`config.mk`:
```
export PLATFORM = sky130hd
export DESIGN_NAME = arith_req_arbiter
export DESIGN_NICKNAME = d
export VERILOG_FILES = /design/src/rtl/arith_req_arbiter.sv
export SDC_FILE = /design/constraint.sdc
export NUM_CORES = 1
export LEC_CHECK = 0
export BUFFER_PORTS_ARGS = -buffer_cell sky130_fd_sc_hd__buf_2
export CAP_MARGIN = 0
export CELL_PAD_IN_SITES_DETAIL_PLACEMENT = 0
export CELL_PAD_IN_SITES_GLOBAL_PLACEMENT = 1
export CORE_ASPECT_RATIO = 2
export CORE_MARGIN = 4
export CORE_UTILIZATION = 27
export DETAILED_ROUTE_END_ITERATION = 16
export PLACE_DENSITY = 0.85
export SLEW_MARGIN = 15
export SYNTH_ARGS = -nofsm -noshare
export SYNTH_HDL_FRONTEND = slang
export SYNTH_SLANG_ARGS = --single-unit
```
`constraint.sdc`:
```
create_clock -name CLK -period 2.2 [get_ports CLK]
set_input_delay 0.33 -clock CLK [delete_from_list [all_inputs] [get_ports CLK]]
set_output_delay 0.33 -clock CLK [all_outputs]
set_load 0.05 [all_outputs]
```
`src/rtl/arith_req_arbiter.sv`:
```
// Round-robin arbiter sharing one registered arithmetic unit between NREQ requesters.
// Optional macro ARITH_ARB_DIVZERO_CHECK_EN answers divide-by-zero directly without using the unit.
module arith_req_arbiter #(
    parameter int WIDTH = 16,
    parameter int NREQ  = 4,
    parameter int IDW   = $clog2(NREQ)
) (
    input  logic                  CLK,
    input  logic                  RST,
    input  logic [NREQ-1:0]       req_valid,
    output logic [NREQ-1:0]       req_ready,
    input  logic [NREQ*WIDTH-1:0] req_A,
    input  logic [NREQ*WIDTH-1:0] req_B,
    input  logic [2*NREQ-1:0]     req_fun,
    output logic                  rsp_valid,
    input  logic                  rsp_ready,
    output logic [IDW-1:0]        rsp_id,
    output logic [2*WIDTH-1:0]    rsp_result,
    output logic                  rsp_carry,
    output logic                  rsp_err,
    output logic [WIDTH-1:0]      alu_A,
    output logic [WIDTH-1:0]      alu_B,
    output logic [1:0]            alu_fun,
    output logic                  alu_enable,
    input  logic [2*WIDTH-1:0]    alu_out,
    input  logic                  alu_carry,
    input  logic                  alu_flag,
    output logic                  busy
);

    typedef enum logic [1:0] {S_IDLE, S_ISSUE, S_WAIT, S_RESP} state_t;

    localparam logic [IDW:0]    NREQ_L   = (IDW+1)'(NREQ);
    localparam logic [NREQ-1:0] ONE_HOT0 = NREQ'(1);

    state_t               state_q, state_d;
    logic [IDW-1:0]       ptr_q, ptr_d;
    logic [IDW-1:0]       id_q, id_d;
    logic [WIDTH-1:0]     a_q, a_d;
    logic [WIDTH-1:0]     b_q, b_d;
    logic [1:0]           fun_q, fun_d;
    logic [2*WIDTH-1:0]   rsp_result_q, rsp_result_d;
    logic                 rsp_carry_q, rsp_carry_d;
    logic                 rsp_err_q, rsp_err_d;

    logic [WIDTH-1:0]     a_arr   [NREQ];
    logic [WIDTH-1:0]     b_arr   [NREQ];
    logic [1:0]           fun_arr [NREQ];
    logic [IDW-1:0]       cand_idx [NREQ];

    logic                 grant_found;
    logic [IDW-1:0]       grant_idx;
    logic                 grant_en;
    logic [IDW:0]         ptr_inc;
    logic [IDW-1:0]       ptr_next;

    // cand_idx[k] is the requester examined k-th, starting from ptr and wrapping
    genvar gi;
    generate
        for (gi = 0; gi < NREQ; gi++) begin : g_req
            logic [IDW:0] sum;
            assign a_arr[gi]   = req_A[gi*WIDTH +: WIDTH];
            assign b_arr[gi]   = req_B[gi*WIDTH +: WIDTH];
            assign fun_arr[gi] = req_fun[gi*2 +: 2];
            assign sum          = {1'b0, ptr_q} + (IDW+1)'(gi);
            assign cand_idx[gi] = (sum >= NREQ_L) ? IDW'(sum - NREQ_L) : sum[IDW-1:0];
        end
    endgenerate

    always_comb begin
        grant_found = 1'b0;
        grant_idx   = '0;
        for (int k = NREQ - 1; k >= 0; k--) begin
            if (req_valid[cand_idx[k]]) begin
                grant_found = 1'b1;
                grant_idx   = cand_idx[k];
            end
        end
        grant_en  = (state_q == S_IDLE) && grant_found && !RST;
        req_ready = grant_en ? (ONE_HOT0 << grant_idx) : '0;
        ptr_inc   = {1'b0, grant_idx} + (IDW+1)'(1);
        ptr_next  = (ptr_inc == NREQ_L) ? '0 : ptr_inc[IDW-1:0];
    end

    always_comb begin
        state_d      = state_q;
        ptr_d        = ptr_q;
        id_d         = id_q;
        a_d          = a_q;
        b_d          = b_q;
        fun_d        = fun_q;
        rsp_result_d = rsp_result_q;
        rsp_carry_d  = rsp_carry_q;
        rsp_err_d    = rsp_err_q;
        case (state_q)
            S_IDLE: begin
                if (grant_en) begin
                    ptr_d   = ptr_next;
                    id_d    = grant_idx;
                    a_d     = a_arr[grant_idx];
                    b_d     = b_arr[grant_idx];
                    fun_d   = fun_arr[grant_idx];
                    state_d = S_ISSUE;
`ifdef ARITH_ARB_DIVZERO_CHECK_EN
                    if (fun_arr[grant_idx] == 2'b11 && b_arr[grant_idx] == '0) begin
                        state_d      = S_RESP;
                        rsp_result_d = '0;
                        rsp_carry_d  = 1'b0;
                        rsp_err_d    = 1'b1;
                    end
`endif
                end
            end
            S_ISSUE: state_d = S_WAIT;
            S_WAIT: begin
                state_d      = S_RESP;
                rsp_result_d = alu_out;
                rsp_carry_d  = alu_carry;
                rsp_err_d    = ~alu_flag;
            end
            default: begin
                if (rsp_ready) begin
                    state_d = S_IDLE;
                end
            end
        endcase
    end

    always_ff @(posedge CLK) begin
        if (RST) begin
            state_q      <= S_IDLE;
            ptr_q        <= '0;
            id_q         <= '0;
            a_q          <= '0;
            b_q          <= '0;
            fun_q        <= '0;
            rsp_result_q <= '0;
            rsp_carry_q  <= 1'b0;
            rsp_err_q    <= 1'b0;
        end else begin
            state_q      <= state_d;
            ptr_q        <= ptr_d;
            id_q         <= id_d;
            a_q          <= a_d;
            b_q          <= b_d;
            fun_q        <= fun_d;
            rsp_result_q <= rsp_result_d;
            rsp_carry_q  <= rsp_carry_d;
            rsp_err_q    <= rsp_err_d;
        end
    end

    assign rsp_valid  = (state_q == S_RESP);
    assign alu_enable = (state_q == S_ISSUE);
    assign busy       = (state_q != S_IDLE);
    assign rsp_id     = id_q;
    assign rsp_result = rsp_result_q;
    assign rsp_carry  = rsp_carry_q;
    assign rsp_err    = rsp_err_q;
    assign alu_A      = a_q;
    assign alu_B      = b_q;
    assign alu_fun    = fun_q;

endmodule

```
==> results.json, run 1 <==
{
  "status": "finished, violations left",
  "violations": "setup timing",
  "drt-vias-per-instance": 4.74,
  "cpLargestDelayFamily": "simple AND/OR/NAND/NOR gates",
  "p_leak_uw": 0.00288,
  "slowest_delay_ps": 480,
  "crit_path_max_fanout": 5,
  "postRouteWirelength_mm": 14.4,
  "globalplace.congestion": 0.817,
  "drv_cap": 0,
  "synth_xor_area_frac": 0,
  "dp_hpwl_mm": 10.7,
  "yosys_warnings": 0,
  "portBuffers": 253,
  "die_h_um": 177,
  "crit_path_end_kind": "output port",
  "finalCriticalPeriod_ps": 2220,
  "die_w_um": 92.7,
  "synthDistinctLibCells": 32,
  "rows": 61,
  "start_kind": "flop",
  "min_period_over_period": 1.01,
  "drtIter0Drc": 107,
  "nets": 849,
  "path_cells": "nor2b_4 > or4b_4 > and2_4 > ha_1 > and2_4 > buf_6",
  "ir_worst_vdd_uv": 776,
  "fmax_mhz": 451,
  "drtAntennaViolNets": 0,
  "pin_count": 254,
  "critPathKind": "reg2out",
  "post-route-worst-setup-slack_ps": -17.5,
  "drive_gt1_frac": 0.494,
  "clock_skew_ps": 10.8,
  "avgSynthCellArea_um2": 9.30,
  "drc": 0,
  "finalSetupViolCount": 2,
  "muxShareOfSynthArea": 0.153,
  "clk_path_buf_depth": 2,
  "path_clk_slew_ps": 70,
  "hold_viol_final": 0,
  "postSynthNetCount": 602,
  "required_ps": 1870,
  "crit_top_cell": "and2_4",
  "grt_pass1_vias": 4113,
  "fin_tns_setup_ps": -28.3,
  "hp-class": "in2reg",
  "regArea_mm2": 0.00149,
  "synth.cell_area_mm2": 0.00387,
  "synth_seq_cells": 74,
  "synth_top_family_by_area": "compound AO/OA/AOI/OAI gates",
  "cts_sinks": 74,
  "nFillCells": 1456,
  "dieArea_mm2": 0.0164,
  "clk_latency_ps": 330,
  "grt.total_usage": 0.171,
  "grt_max_degree": 47,
  "initial_core_util": 0.277,
  "avgRoutedWirePerCell_um": 16.8,
  "worst_pin_slew_ps": 450,
  "cts_tree": "built",
  "cts_buffers": 9,
  "drv_slew": 0,
  "layout_commonest_cell": "buf_2",
  "via_count": 4058,
  "synthAdderAreaFrac": 0.0291,
  "syn_inst": 416,
  "clock-root-buffer": "clkbuf_16",
  "crit_buf_inv": 1,
  "slew_headroom": 0.700,
  "multi_input_area_mm2": 0.00224,
  "antenna_cells": 0,
  "synth_compound_area_frac": 0.199,
  "cpMaxStageDelayCell": "or4b_4",
  "syn_to_final_growth_pct": 49.8,
  "fp.coreArea_mm2": 0.0140,
  "rsz0062_at_grt": "true",
  "mostFrequentLayoutCells": "buf_2 (249), dfxtp_1 (72), mux2i_1 (59), a211oi_1 (47), and3_1 (46)",
  "grt_pass1_wl_mm": 21.9,
  "place_ws_ps": -102,
  "critPathArrivalTime_ps": 1890,
  "powerDensity_mw_per_mm2": 1500,
  "ys_seq_area_frac": 0.383,
  "yosys.area_share.simple": 0.179,
  "grt-ovfl-total": 0,
  "holdWs_ps": 173,
  "grt_antenna_before_repair": 0,
  "drt-pass1-iter-count": 5,
  "cts_max_level": 3
}
==> power by group <==
part	internal, uW	switching (uW)	total [uW]
registers	1810	242	2050
clock network	892	626	1520
logic	1660	3440	5110
total	4370	4310	8680
==> synthesized netlist by cell type <==
master,n,area [um2]
a21oi_1,1,5.00
clkinv_2,1,5.00
and2_1,5,31.3
a21boi_1,1,7.51
dfxtp_1,74,1480
or2_2,1,6.26
clkbuf_1,21,78.8
buf_6,4,45.0
buf_4,1,7.51
a21o_1,1,7.51
or2_0,1,6.26
ha_1,9,113
nand2_1,37,139
inv_2,1,3.75
o32ai_2,1,16.3
clkbuf_4,1,7.51
buf_1,1,3.75
nor3_1,2,10.0
or4b_1,1,10.0
o21ai_0,1,5.00
and3_1,46,288
o31ai_1,5,37.5
o31ai_2,18,225
or4_1,1,7.51
inv_1,3,11.3
nor2b_1,6,37.5
a211oi_1,47,353
nor2_1,42,158
o221ai_1,11,96.3
o41ai_2,1,16.3
buf_2,12,60.1
mux2i_1,59,591
==> layout make-up <==
class                   count  area share
clock inverters             6      0.0123
multi-input cells         297       0.386
clock buffers              10      0.0395
flip-flops and latches     74       0.256
repair buffers            276       0.260
well taps                 189      0.0408
inverters                   5     0.00410
==> timing repair <==
| item | 4_1_cts | 5_1_grt |
|---|---|---|
| pin swaps | 3 | 0 |
| hold buffers | 0 | 0 |
| gates resized for setup | 20 | 6 |
| buffers inserted | 0 | 1 |
| endpoints found under the setup margin | 4 | 4 |
==> worst register-to-register path, stage by stage (launching register included) <==
cell and delay (ps):
dfxtp_4 380, nor2b_4 50, or4b_4 480, and2_4 180
clkinv_4 70, buf_4 100, buf_4 230, a211oi_1 120
buf_4 140, o31ai_2 190
==> routing by layer <==
layer | up-vias | global-route usage | share of wire
li1 | 2008 | - | -
met1 | 1873 | 0.184 | 0.37
met2 | 155 | 0.317 | 0.55
met3 | 22 | 0.0399 | 0.059
met4 | 0 | 0.0703 | 0.025
met5 | - | 0 | 0
==> flip-flops by register name, summed over array words and instances (netlist names) <==
signal and flops:
state_q 2, ptr_q 2, alu_A 16, rsp_err 1, rsp_id 2, rsp_carry 1
alu_fun 2, alu_B 16, rsp_result 32
==> cell families after synthesis <==
kind of cell | count (synthesis)
AOI/OAI and AO/OA | 87
adders and majority gates | 9
buffers and inverters | 45
DFF | 74
muxes | 59
and+or+nand+nor | 142
==> final timing paths <==
path                                from           end  slack (ps)  depth (start not counted)
worst min-delay path            alu_flag       rsp_err         170                          2
worst max-delay path            ptr_q[0]  req_ready[0]         -20                          6
worst max register to register  ptr_q[0]      alu_A[9]         190                          9
worst min register to register  alu_B[0]      alu_B[0]         450                          2
==> metrics by stage <==
stage | area [um2] | util | total power (uW) | cells
4_1_cts | 5760 | 0.413 | 8780 | 856
3_3_place_gp | 5400 | 0.387 | 7090 | 840
2_1_floorplan | 3880 | - | 5830 | 416
6_report | 5800 | 0.415 | 8680 | 857
5_1_grt | 5800 | 0.415 | 9210 | 857
3_5_place_dp | 5400 | 0.387 | 7140 | 840
No activity file was read; power rests on OpenSTA's default activity.
==> inputs of run 2 (changes only) <==
--- a/config.mk
+++ b/config.mk
@@ -9,7 +9,7 @@
 export CAP_MARGIN = 0
 export CELL_PAD_IN_SITES_DETAIL_PLACEMENT = 0
 export CELL_PAD_IN_SITES_GLOBAL_PLACEMENT = 1
-export CORE_ASPECT_RATIO = 2
+export CORE_ASPECT_RATIO = 1.5
 export CORE_MARGIN = 4
 export CORE_UTILIZATION = 27
 export DETAILED_ROUTE_END_ITERATION = 16
==> results.json, run 2 (synthesized netlist as in run 1, its figures left out) <==
{
  "critPathKind": "reg2out",
  "syn_to_final_growth_pct": 50.0,
  "min_period_over_period": 1.01,
  "cts_tree": "built",
  "violations": "setup timing",
  "grt_pass1_wl_mm": 20.5,
  "pwr-share-comb": 0.594,
  "pin_count": 254,
  "required_ps": 1870,
  "layout_commonest_cell": "buf_2",
  "dieArea_mm2": 0.0164,
  "final_cell_area_mm2": 0.00581,
  "crit_path_max_fanout": 4,
  "post-route-worst-setup-slack_ps": -14.6,
  "antenna_cells": 0,
  "fp.coreArea_mm2": 0.0141,
  "grt-ovfl-total": 0,
  "finalSetupViolCount": 2,
  "slew_headroom": 0.705,
  "grt_antenna_before_repair": 0,
  "placed_cells": 841,
  "initial_core_util": 0.275,
  "slowest_delay_ps": 490,
  "drv_slew": 0,
  "largest_reg_flops": 32,
  "worst_pin_slew_ps": 442,
  "cts_buffers": 9,
  "via_count": 4032,
  "worstHoldStart": "alu_flag",
  "drt-vias-per-instance": 4.67,
  "globalplace.congestion": 0.814,
  "whs_path_depth": 2,
  "r2r_slack_ps": 190,
  "path_clk_slew_ps": 60,
  "p_clk_frac": 0.168,
  "clock-root-buffer": "clkbuf_16",
  "avgRoutedWirePerCell_um": 15.6,
  "drtAntennaViolNets": 0,
  "reg2reg_to": "alu_fun[0]",
  "p_sw_uw": 4300,
  "hp-class": "in2reg",
  "crit_top_cell": "and2_4",
  "grt_max_degree": 48,
  "drt-pass1-iter-count": 4,
  "fin_tns_setup_ps": -14.8,
  "cts_max_level": 3,
  "crit_path_end_kind": "output port",
  "nets": 852,
  "drc": 0,
  "rsz0062_at_grt": "true",
  "crit_buf_inv": 1,
  "cpMaxStageDelayCell": "or4b_4",
  "holdWs_ps": 181,
  "placed_area_mm2": 0.00539,
  "timing.rr.start": "ptr_q[0]",
  "cpLargestDelayFamily": "simple AND/OR/NAND/NOR gates",
  "cts_sinks": 74,
  "fin_cells": 863,
  "drtIter0Drc": 181,
  "powerDensity_mw_per_mm2": 1480,
  "postRouteWirelength_mm": 13.4,
  "rows": 53,
  "drive_gt1_frac": 0.496,
  "switching_share": 0.500,
  "drv_cap": 0,
  "mostFrequentLayoutCells": "buf_2 (249), dfxtp_1 (72), mux2i_1 (59), a211oi_1 (47), and3_1 (46)",
  "clock_skew_ps": 11.0,
  "fmax_mhz": 452,
  "start_kind": "flop",
  "p_leak_uw": 0.00290,
  "grt.total_usage": 0.156,
  "grt_pass1_vias": 3974,
  "finalCriticalPeriod_ps": 2210,
  "clk_latency_ps": 340,
  "ctsHoldBuffers": 0,
  "hold_end": "rsp_err",
  "portBuffers": 253,
  "clk_path_buf_depth": 2,
  "ir_worst_vdd_uv": 1030,
  "die_h_um": 155,
  "p_int_uw": 4290,
  "die_w_um": 106,
  "r2r_cells": 9,
  "critPathArrivalTime_ps": 1880,
  "final_util": 0.413,
  "hold_viol_final": 0,
  "path_cells": "nor2b_2 > or4b_4 > and2_4 > ha_1 > and2_4 > buf_6",
  "status": "finished, violations left",
  "dp_hpwl_mm": 9.83,
  "p_seq_frac": 0.237
}
[run 2: cell count changes in the layout (fill, tap and decap cells not counted), sizes merged]
| cell | delta |
|---|---|
| buf | +3 |
| bufinv | -1 |
| clkbuf | -1 |
| clkinv | +1 |
| clkinvlp | -1 |
| inv | +2 |
[run 2: power by group through the flow]
stage	Combinational [uW]	Clock [uW]	Sequential [uW]
3_5_place_dp	5000	0	2060
4_1_cts	5100	1510	2040
5_1_grt	5480	1560	2100
6_report	5110	1450	2040
3_3_place_gp	4960	0	2050
2_1_floorplan	2320	0	3500
[run 2: repair_timing]
item                       CTS  global route
setup buffers                2             4
setup endpoints to repair    4            12
pin swaps                    1             5
resized for setup           21             3
[run 2: layer usage]
| layer | share of wire | GRT usage | vias to the layer above |
|---|---|---|---|
| met4 | 0.021 | 0.0611 | 0 |
| met5 | 0 | 0 | - |
| met1 | 0.40 | 0.183 | 1850 |
| met2 | 0.51 | 0.272 | 145 |
| li1 | - | - | 2019 |
| met3 | 0.070 | 0.0392 | 18 |
[run 2: worst max path at each step]
stage | start | to | cells after the start | slack [ps]
finish | ptr_q[0] | req_ready[2] | 6 | -10
global route | ptr_q[0] | req_ready[2] | 6 | -80
CTS | ptr_q[0] | req_ready[3] | 7 | -50
detailed placement | req_valid[0] | req_ready[3] | 8 | -100
global placement | req_valid[0] | req_ready[1] | 8 | -70
floorplan | req_valid[0] | req_ready[1] | 9 | -10
[run 2: cell type report]
type | instances | area (um2)
fillers | 1493 | 8250
multi-input cells | 297 | 2230
repair buffers | 279 | 1530
flip-flops and latches | 74 | 1490
well taps | 192 | 240
clock buffers | 9 | 225
clock inverters | 7 | 67.6
inverters | 5 | 23.8
[run 2: through the flow]
| stage | setup slack, ps | total power [uW] |
|---|---|---|
| floorplan | -10.8 | 5830 |
| global placement | -72.2 | 7020 |
| detailed placement | -99.0 | 7060 |
| CTS | -54.6 | 8650 |
| global route | -82.1 | 9140 |
| finish | -14.6 | 8590 |
